===== config.mk =====
export PLATFORM = sky130hd
export DESIGN_NAME = pcc_stream_classifier
export DESIGN_NICKNAME = d
export VERILOG_FILES = /design/src/rtl/pcc_stream_classifier.sv
export SDC_FILE = /design/constraint.sdc
export NUM_CORES = 1
export LEC_CHECK = 0
export CORE_MARGIN = 3
export CORE_UTILIZATION = 30
export DETAILED_ROUTE_END_ITERATION = 16
export DONT_BUFFER_PORTS = 1
export SLEW_MARGIN = 20
export SYNTH_ARGS = -nofsm -noshare
export SYNTH_HDL_FRONTEND = slang
export SYNTH_SLANG_ARGS = --single-unit

===== constraint.sdc =====
create_clock -name clk -period 3.7 [get_ports clk]
set_input_delay 0.74 -clock clk [delete_from_list [all_inputs] [get_ports clk]]
set_output_delay 0.74 -clock clk [all_outputs]
set_load 0.01 [all_outputs]

===== src/rtl/pcc_stream_classifier.sv =====
// Popcount-compare classifier: accumulates pos/neg feature popcounts over BEATS beats
// and holds one registered decision (pos_total + BIAS >= neg_total) until accepted.
module pcc_stream_classifier #(
  parameter int POS_W  = 8,
  parameter int NEG_W  = 8,
  parameter int BEATS  = 4,
  parameter int BIAS   = 0,
  parameter int PCNT_W = $clog2(POS_W*BEATS+1),
  parameter int NCNT_W = $clog2(NEG_W*BEATS+1)
) (
  input  logic              clk,
  input  logic              rst_n,
  input  logic              clear,
  input  logic              in_valid,
  output logic              in_ready,
  input  logic [POS_W-1:0]  pos,
  input  logic [NEG_W-1:0]  neg,
  output logic              out_valid,
  input  logic              out_ready,
  output logic              outval,
  output logic [PCNT_W-1:0] pos_cnt,
  output logic [NCNT_W-1:0] neg_cnt
);

  localparam int IDX_W    = (BEATS > 1) ? $clog2(BEATS) : 1;
  localparam int BIAS_ABS = (BIAS < 0) ? -BIAS : BIAS;
  localparam int MAX_W    = (PCNT_W > NCNT_W) ? PCNT_W : NCNT_W;
  localparam int CMP_W    = MAX_W + $clog2(BIAS_ABS + 1) + 2;
  localparam logic [IDX_W-1:0] LAST_IDX = IDX_W'(BEATS - 1);

  typedef enum logic {ACCUM, HOLD} state_t;

  state_t              state_q, state_d;
  logic [IDX_W-1:0]    idx_q, idx_d;
  logic [PCNT_W-1:0]   pacc_q, pacc_d;
  logic [NCNT_W-1:0]   nacc_q, nacc_d;
  logic                outval_q, outval_d;
  logic [PCNT_W-1:0]   pcnt_q, pcnt_d;
  logic [NCNT_W-1:0]   ncnt_q, ncnt_d;
  logic [PCNT_W-1:0]   psum;
  logic [NCNT_W-1:0]   nsum;

  function automatic logic [PCNT_W-1:0] popcnt_pos(input logic [POS_W-1:0] v);
    logic [PCNT_W-1:0] c;
    c = '0;
    for (int i = 0; i < POS_W; i++) c = c + PCNT_W'(v[i]);
    return c;
  endfunction

  function automatic logic [NCNT_W-1:0] popcnt_neg(input logic [NEG_W-1:0] v);
    logic [NCNT_W-1:0] c;
    c = '0;
    for (int i = 0; i < NEG_W; i++) c = c + NCNT_W'(v[i]);
    return c;
  endfunction

  // Both totals are zero-extended into a signed field wide enough to absorb BIAS.
  function automatic logic decide(input logic [PCNT_W-1:0] p, input logic [NCNT_W-1:0] n);
    logic signed [CMP_W-1:0] ps, ns, bs;
    ps = signed'(CMP_W'(p));
    ns = signed'(CMP_W'(n));
    bs = CMP_W'(BIAS);
    return (ps + bs) >= ns;
  endfunction

  assign psum = pacc_q + popcnt_pos(pos);
  assign nsum = nacc_q + popcnt_neg(neg);

  always_comb begin
    state_d  = state_q;
    idx_d    = idx_q;
    pacc_d   = pacc_q;
    nacc_d   = nacc_q;
    outval_d = outval_q;
    pcnt_d   = pcnt_q;
    ncnt_d   = ncnt_q;
    if (clear) begin
      state_d = ACCUM;
      idx_d   = '0;
      pacc_d  = '0;
      nacc_d  = '0;
    end else begin
      case (state_q)
        ACCUM: begin
          if (in_valid) begin
            if (idx_q == LAST_IDX) begin
              pcnt_d   = psum;
              ncnt_d   = nsum;
              outval_d = decide(psum, nsum);
              pacc_d   = '0;
              nacc_d   = '0;
              idx_d    = '0;
              state_d  = HOLD;
            end else begin
              pacc_d = psum;
              nacc_d = nsum;
              idx_d  = idx_q + IDX_W'(1);
            end
          end
        end
        HOLD: begin
          if (out_ready) state_d = ACCUM;
        end
        default: state_d = ACCUM;
      endcase
    end
  end

  always_ff @(posedge clk or negedge rst_n) begin
    if (!rst_n) begin
      state_q  <= ACCUM;
      idx_q    <= '0;
      pacc_q   <= '0;
      nacc_q   <= '0;
      outval_q <= 1'b0;
      pcnt_q   <= '0;
      ncnt_q   <= '0;
    end else begin
      state_q  <= state_d;
      idx_q    <= idx_d;
      pacc_q   <= pacc_d;
      nacc_q   <= nacc_d;
      outval_q <= outval_d;
      pcnt_q   <= pcnt_d;
      ncnt_q   <= ncnt_d;
    end
  end

  assign in_ready  = (state_q == ACCUM);
  assign out_valid = (state_q == HOLD);
  assign outval    = outval_q;
  assign pos_cnt   = pcnt_q;
  assign neg_cnt   = ncnt_q;

endmodule


Word level (Yosys, flattened, before mapping)
Index checks and enable logic that the tools add are counted.
Cells by class
  $add $sub $neg: 17
  $lt $le $gt $ge: 1
  mux-type cells: 17
  bitwise logic cells: 2
  equality and inequality tests: 2
  reductions and logical operators: 3
Operators by type and width (count)
  $mux W6: 8
  $add A6 B1 Y6: 4
  $add A5 B1 Y6: 2
  $add A6 B6 Y6: 2
  $add A4 B1 Y5: 2
  $add A3 B1 Y4: 2
  $mux W2: 4
  $add A2 B1 Y3: 2
  $ge A6 B6 Y1: 1
  $add A1 B1 Y2: 2
  $mux W1: 4
  $reduce_and A4 Y1: 1
  $add A2 B1 Y2 const B: 1
  $eq A2 B2 Y1 const B: 1
  $ne A2 B2 Y1 const B: 1
  $not A1 Y1: 2
  $pmux W1 S2: 1
  $reduce_and A2 Y1: 1
  $reduce_bool A2 Y1: 1
Word-level totals
  register bits after elaboration: 28
  output and inout port bits: 15
  word-level logic and storage cells: 49
  input bits: 21

Logic depth before layout (Yosys ltp)
  word-level depth: 12
  gate-level depth with buffers: 15
  mapped depth without buffers: 15

Least setup slack after synthesis
No wires, ideal clock.
  path kind: input-to-reg
  from: in neg[0]
  to: reg outval_q (netlist: outval)
  library setup time: 0.126 ns
  path buffers: 0
  arrival time: 4.473 ns
  setup slack: -0.899 ns
  stages: 13
  required time: 3.574 ns
  cell sequence: fa_1 inv_1 fa_1 fa_1 fa_1 fa_1 xor2_1 ha_1 or2_2 a31o_1 maj3_2 a21oi_2 o31ai_2
Between the ends
  longest elaborated chain between the ends: 9
Ends and longest elaborated chain
  from (decl): RTL line 17  | input logic [NEG_W-1:0] neg,
  $add A1 B1 Y2: RTL line 53  | for (int i = 0; i < NEG_W; i++) c = c + NCNT_W'(v[i]);
  $add A2 B1 Y3: RTL line 53
  $add A3 B1 Y4: RTL line 53
  $add A4 B1 Y5: RTL line 53
  $add A5 B1 Y6: RTL line 53
  $add A6 B1 Y6 (2 in series): RTL line 53
  $add A6 B6 Y6: RTL line 67  | assign nsum = nacc_q + popcnt_neg(neg);
  $ge A6 B6 Y1: RTL line 63  | return (ps + bs) >= ns;
  to (signal assigned): RTL line 123  | outval_q <= outval_d;
  to (decl): RTL line 37  | logic outval_q, outval_d;
No other way between the ends.
A chain may end at the register's enable or synchronous reset.

Worst setup path after layout
Same ends and word-level chain as after synthesis.

==> results.sh <==
export IMPL_route_detailed_drc=0
export IMPL_globalRouteOverflowTotal=0
export IMPL_final_setup_viol_count=1
export IMPL_clockBufferDepth=2
export IMPL_placement_row_count=27
export IMPL_post_route_cells_drive_above_1_share=0.187
export IMPL_timing_critical_path_required_ps=3840
export IMPL_cts_htree_levels=1
export IMPL_grt_max_degree=29
export IMPL_average_via_count_per_standard_cell=4.64
export IMPL_number_of_cts_inserted_buffers=3
export IMPL_xor_xnor_share_of_the_synthesized_area=0.0450
export IMPL_io_buffer_count=0
export IMPL_cp_slowest_stage_delay_ps=530
export IMPL_fill_cells=578
export IMPL_yosysWarningCount=0
export IMPL_chipHeight_um=83.0
export IMPL_clock_sinks=28
export IMPL_hold_path_class="in -> async"
export IMPL_via_count=1201
export IMPL_critPathCaptureType="flop"
export IMPL_path_clk_slew_ps=100
export IMPL_synth_fa_ha_area_frac=0.227
export IMPL_outcome="finished, violations left"
export IMPL_diodes=0
export IMPL_largest_family_of_logic_cells_by_synthesized_area="adder cells"
export IMPL_final_setup_worst_slack_ps=-584
export IMPL_fin_worst_skew_ps=8.17
export IMPL_ys_seq_area_frac=0.394
export IMPL_violations="negative setup slack"
export IMPL_synth_nets=218
export IMPL_clkLatencyLatePin_ps=280
export IMPL_drt_pass1_iterations=4
export IMPL_synthesis_instances=171
export IMPL_postCtsSetupBuffers=0
export IMPL_area_delta_synth_final_pct=15.8
export IMPL_tns_ps=-584
export IMPL_drv_max_cap_violation_count=0
export IMPL_synthesis_area_um2=1780
export IMPL_leakage_uw=0.00104
export IMPL_die_area_um2=6890
export IMPL_final_antenna_net_count=0
export IMPL_post_synth_edffs=0
export IMPL_synth_mux_area_fraction=0.0373
export IMPL_finalCritPeriodShare=1.16
export IMPL_dp_hpwl_um=2690
export IMPL_synth_simple_area_share=0.101
export IMPL_post_place_ws_ps=-980
export IMPL_routedWlPerCell_um=13.1
export IMPL_critical_path_top_cell_by_count="sky130_fd_sc_hd__fa_1"
export IMPL_synth_cell_type_count=36
export IMPL_die_width_um=83.0
export IMPL_antenna_found_initial=0
export IMPL_placer_congestion_estimate=0.803
export IMPL_post_route_minimum_period_ps=4280
export IMPL_design_core_area_um2=5610
export IMPL_initial_drc_count=45
export IMPL_first_pass_grt_wire_length_um=6080
export IMPL_start_util=0.317
export IMPL_timing_critical_path_fanout_max=3
export IMPL_synth_flop_cell="sky130_fd_sc_hd__dfrtp_1"
export IMPL_cts_hold_buf=0
export IMPL_power_uw=1740
export IMPL_power_density_cell_area_nw_per_um2=842
export IMPL_grt_setup_unrepaired="yes"
export IMPL_num_io_pins=36
export IMPL_final_cell_count_no_fill=259
export IMPL_cp_arrival_ps=4430
export IMPL_max_clock_freq_ghz=0.233
export IMPL_postRouteWirelength_um=3400
export IMPL_tritoncts="built"
export IMPL_irDropWorstVdd_mv=0.334
export IMPL_synth_compound_area_share=0.140
export IMPL_criticalPathCategory="in -> reg"
export IMPL_total_routing_usage_gr=0.106
export IMPL_worstPathCellList="fa_1 > inv_1 > fa_1 > fa_1 > fa_2 > fa_2 > xor2_2 > ha_1 > or2_4 > a31o_1 > maj3_2 > a21oi_2 > o31ai_2"
export IMPL_worst_pin_slew_ps=745
export IMPL_clk_root_buffer_cell="sky130_fd_sc_hd__clkbuf_8"
export IMPL_startpoint_type="primary input"
export IMPL_slew_viol_final=0
export IMPL_final_net_count=235
export IMPL_relSlewSlack=0.502
export IMPL_postSynth_asyncResetShare=1.00
export IMPL_number_of_global_route_vias_before_repair=1286
export IMPL_slowest_stage="sky130_fd_sc_hd__fa_1"
export IMPL_placed_cell_count=255
export IMPL_syn_mean_instance_area_um2=10.4
export IMPL_final_hold_worst_slack_ps=144
export IMPL_report_final_hold_viol_count=0
export IMPL_yosys_register_bits=28
worst paths after layout:
kind / from / to / slack (ps) / cells past startpoint
worst max register to register: nacc_q[0] / outval / 10 / 12
worst max-delay path: neg[0] / outval / -580 / 13
worst min register to register: idx_q[0] / idx_q[0] / 490 / 1
min in group clk: idx_q[0] / idx_q[0] / 490 / 1
max in group asynchronous: rst_n / pacc_q[0] / 3480 / 0
worst min-delay path: rst_n / pacc_q[1] / 140 / 0
cell usage in the layout (no fill, tap or decap), types with 4 or more instances in the layout:
cell and n:
sky130_fd_sc_hd__o21ai_0 5, sky130_fd_sc_hd__fa_1 7, sky130_fd_sc_hd__nand2_1 22, sky130_fd_sc_hd__inv_1 21, sky130_fd_sc_hd__nor2_1 9, sky130_fd_sc_hd__a22o_1 4
sky130_fd_sc_hd__o21ai_1 11, sky130_fd_sc_hd__dfrtp_1 28, sky130_fd_sc_hd__ha_1 17, sky130_fd_sc_hd__xnor2_1 4, sky130_fd_sc_hd__buf_4 16
power breakdown:
group | internal [µW] | total, µW | switching (µW)
clock | 145 | 241 | 96.5
sequential | 380 | 451 | 70.1
combinational | 587 | 1040 | 456
metrics by stage:
stage | util | instance area, µm²
floorplan | - | 1780
finish | 0.367 | 2060
global route | 0.367 | 2060
detailed placement | 0.353 | 1980
CTS | 0.367 | 2060
global placement | 0.353 | 1980
layer usage:
metal	GRT usage	vias up	share of wire
met3	0.0377	2	0.069
li1	-	607	-
met1	0.144	559	0.49
met5	0	-	0
met2	0.166	33	0.44
met4	0.0178	0	0.0056
kinds of logic after synthesis:
group / Yosys count
AOI/OAI and AO/OA: 36
xor gates and xnor gates: 7
adders and majority gates: 27
and+or+nand+nor: 41
muxes: 6
DFF: 28
buffers and inverters: 26
critical path: cells and delay by family:
kind | cells | cell delay [ps]
AND/OR/NAND/NOR | 1 | 220
XOR/XNOR | 1 | 170
adder cells (fa/ha/maj) | 7 | 2800
buffers and inverters | 1 | 50
AO/OA/AOI/OAI | 3 | 430
final cells by class:
cell class | count | area (µm²) | share of cell area
Multi-Input combinational cell | 117 | 995 | 0.483
Sequential cell | 28 | 701 | 0.340
Tap cell | 72 | 90.1 | 0.0437
Inverter | 22 | 82.6 | 0.0401
Clock buffer | 3 | 41.3 | 0.0200
Timing Repair Buffer | 16 | 120 | 0.0583
Clock inverter | 1 | 30.0 | 0.0146
timing repair:
action	in CTS	in global routing
endpoints found under the setup margin	1	1
gates resized for setup	2	0
endpoints found under the hold margin	0	0
pin swaps	1	0
flip-flops by register name, summed over array words and instances, names as in the netlist:
signal,cells
nacc_q,6
out_valid,1
pacc_q,6
pos_cnt,6
neg_cnt,6
idx_q,2
outval,1
Yosys cell counts, types with 2 or more instances:
cell	instances	area (µm²)
sky130_fd_sc_hd__mux2_1	2	22.5
sky130_fd_sc_hd__nor2_1	9	33.8
sky130_fd_sc_hd__a21oi_1	3	15.0
sky130_fd_sc_hd__nand2b_1	2	12.5
sky130_fd_sc_hd__dfrtp_1	28	701
sky130_fd_sc_hd__inv_1	21	78.8
sky130_fd_sc_hd__o21a_1	2	15.0
sky130_fd_sc_hd__xnor2_1	4	35.0
sky130_fd_sc_hd__o21ai_0	5	25.0
sky130_fd_sc_hd__mux2_2	3	33.8
sky130_fd_sc_hd__fa_1	9	180
sky130_fd_sc_hd__o31ai_1	3	22.5
sky130_fd_sc_hd__clkbuf_1	3	11.3
sky130_fd_sc_hd__nand3_1	2	10.0
sky130_fd_sc_hd__o21ai_1	11	55.1
sky130_fd_sc_hd__a22o_1	4	35.0
sky130_fd_sc_hd__ha_1	17	213
sky130_fd_sc_hd__nand2_1	22	82.6
sky130_fd_sc_hd__xor2_1	2	17.5
sky130_fd_sc_hd__nor3_1	3	15.0
Note: power is estimated with default switching activity, not from simulation.
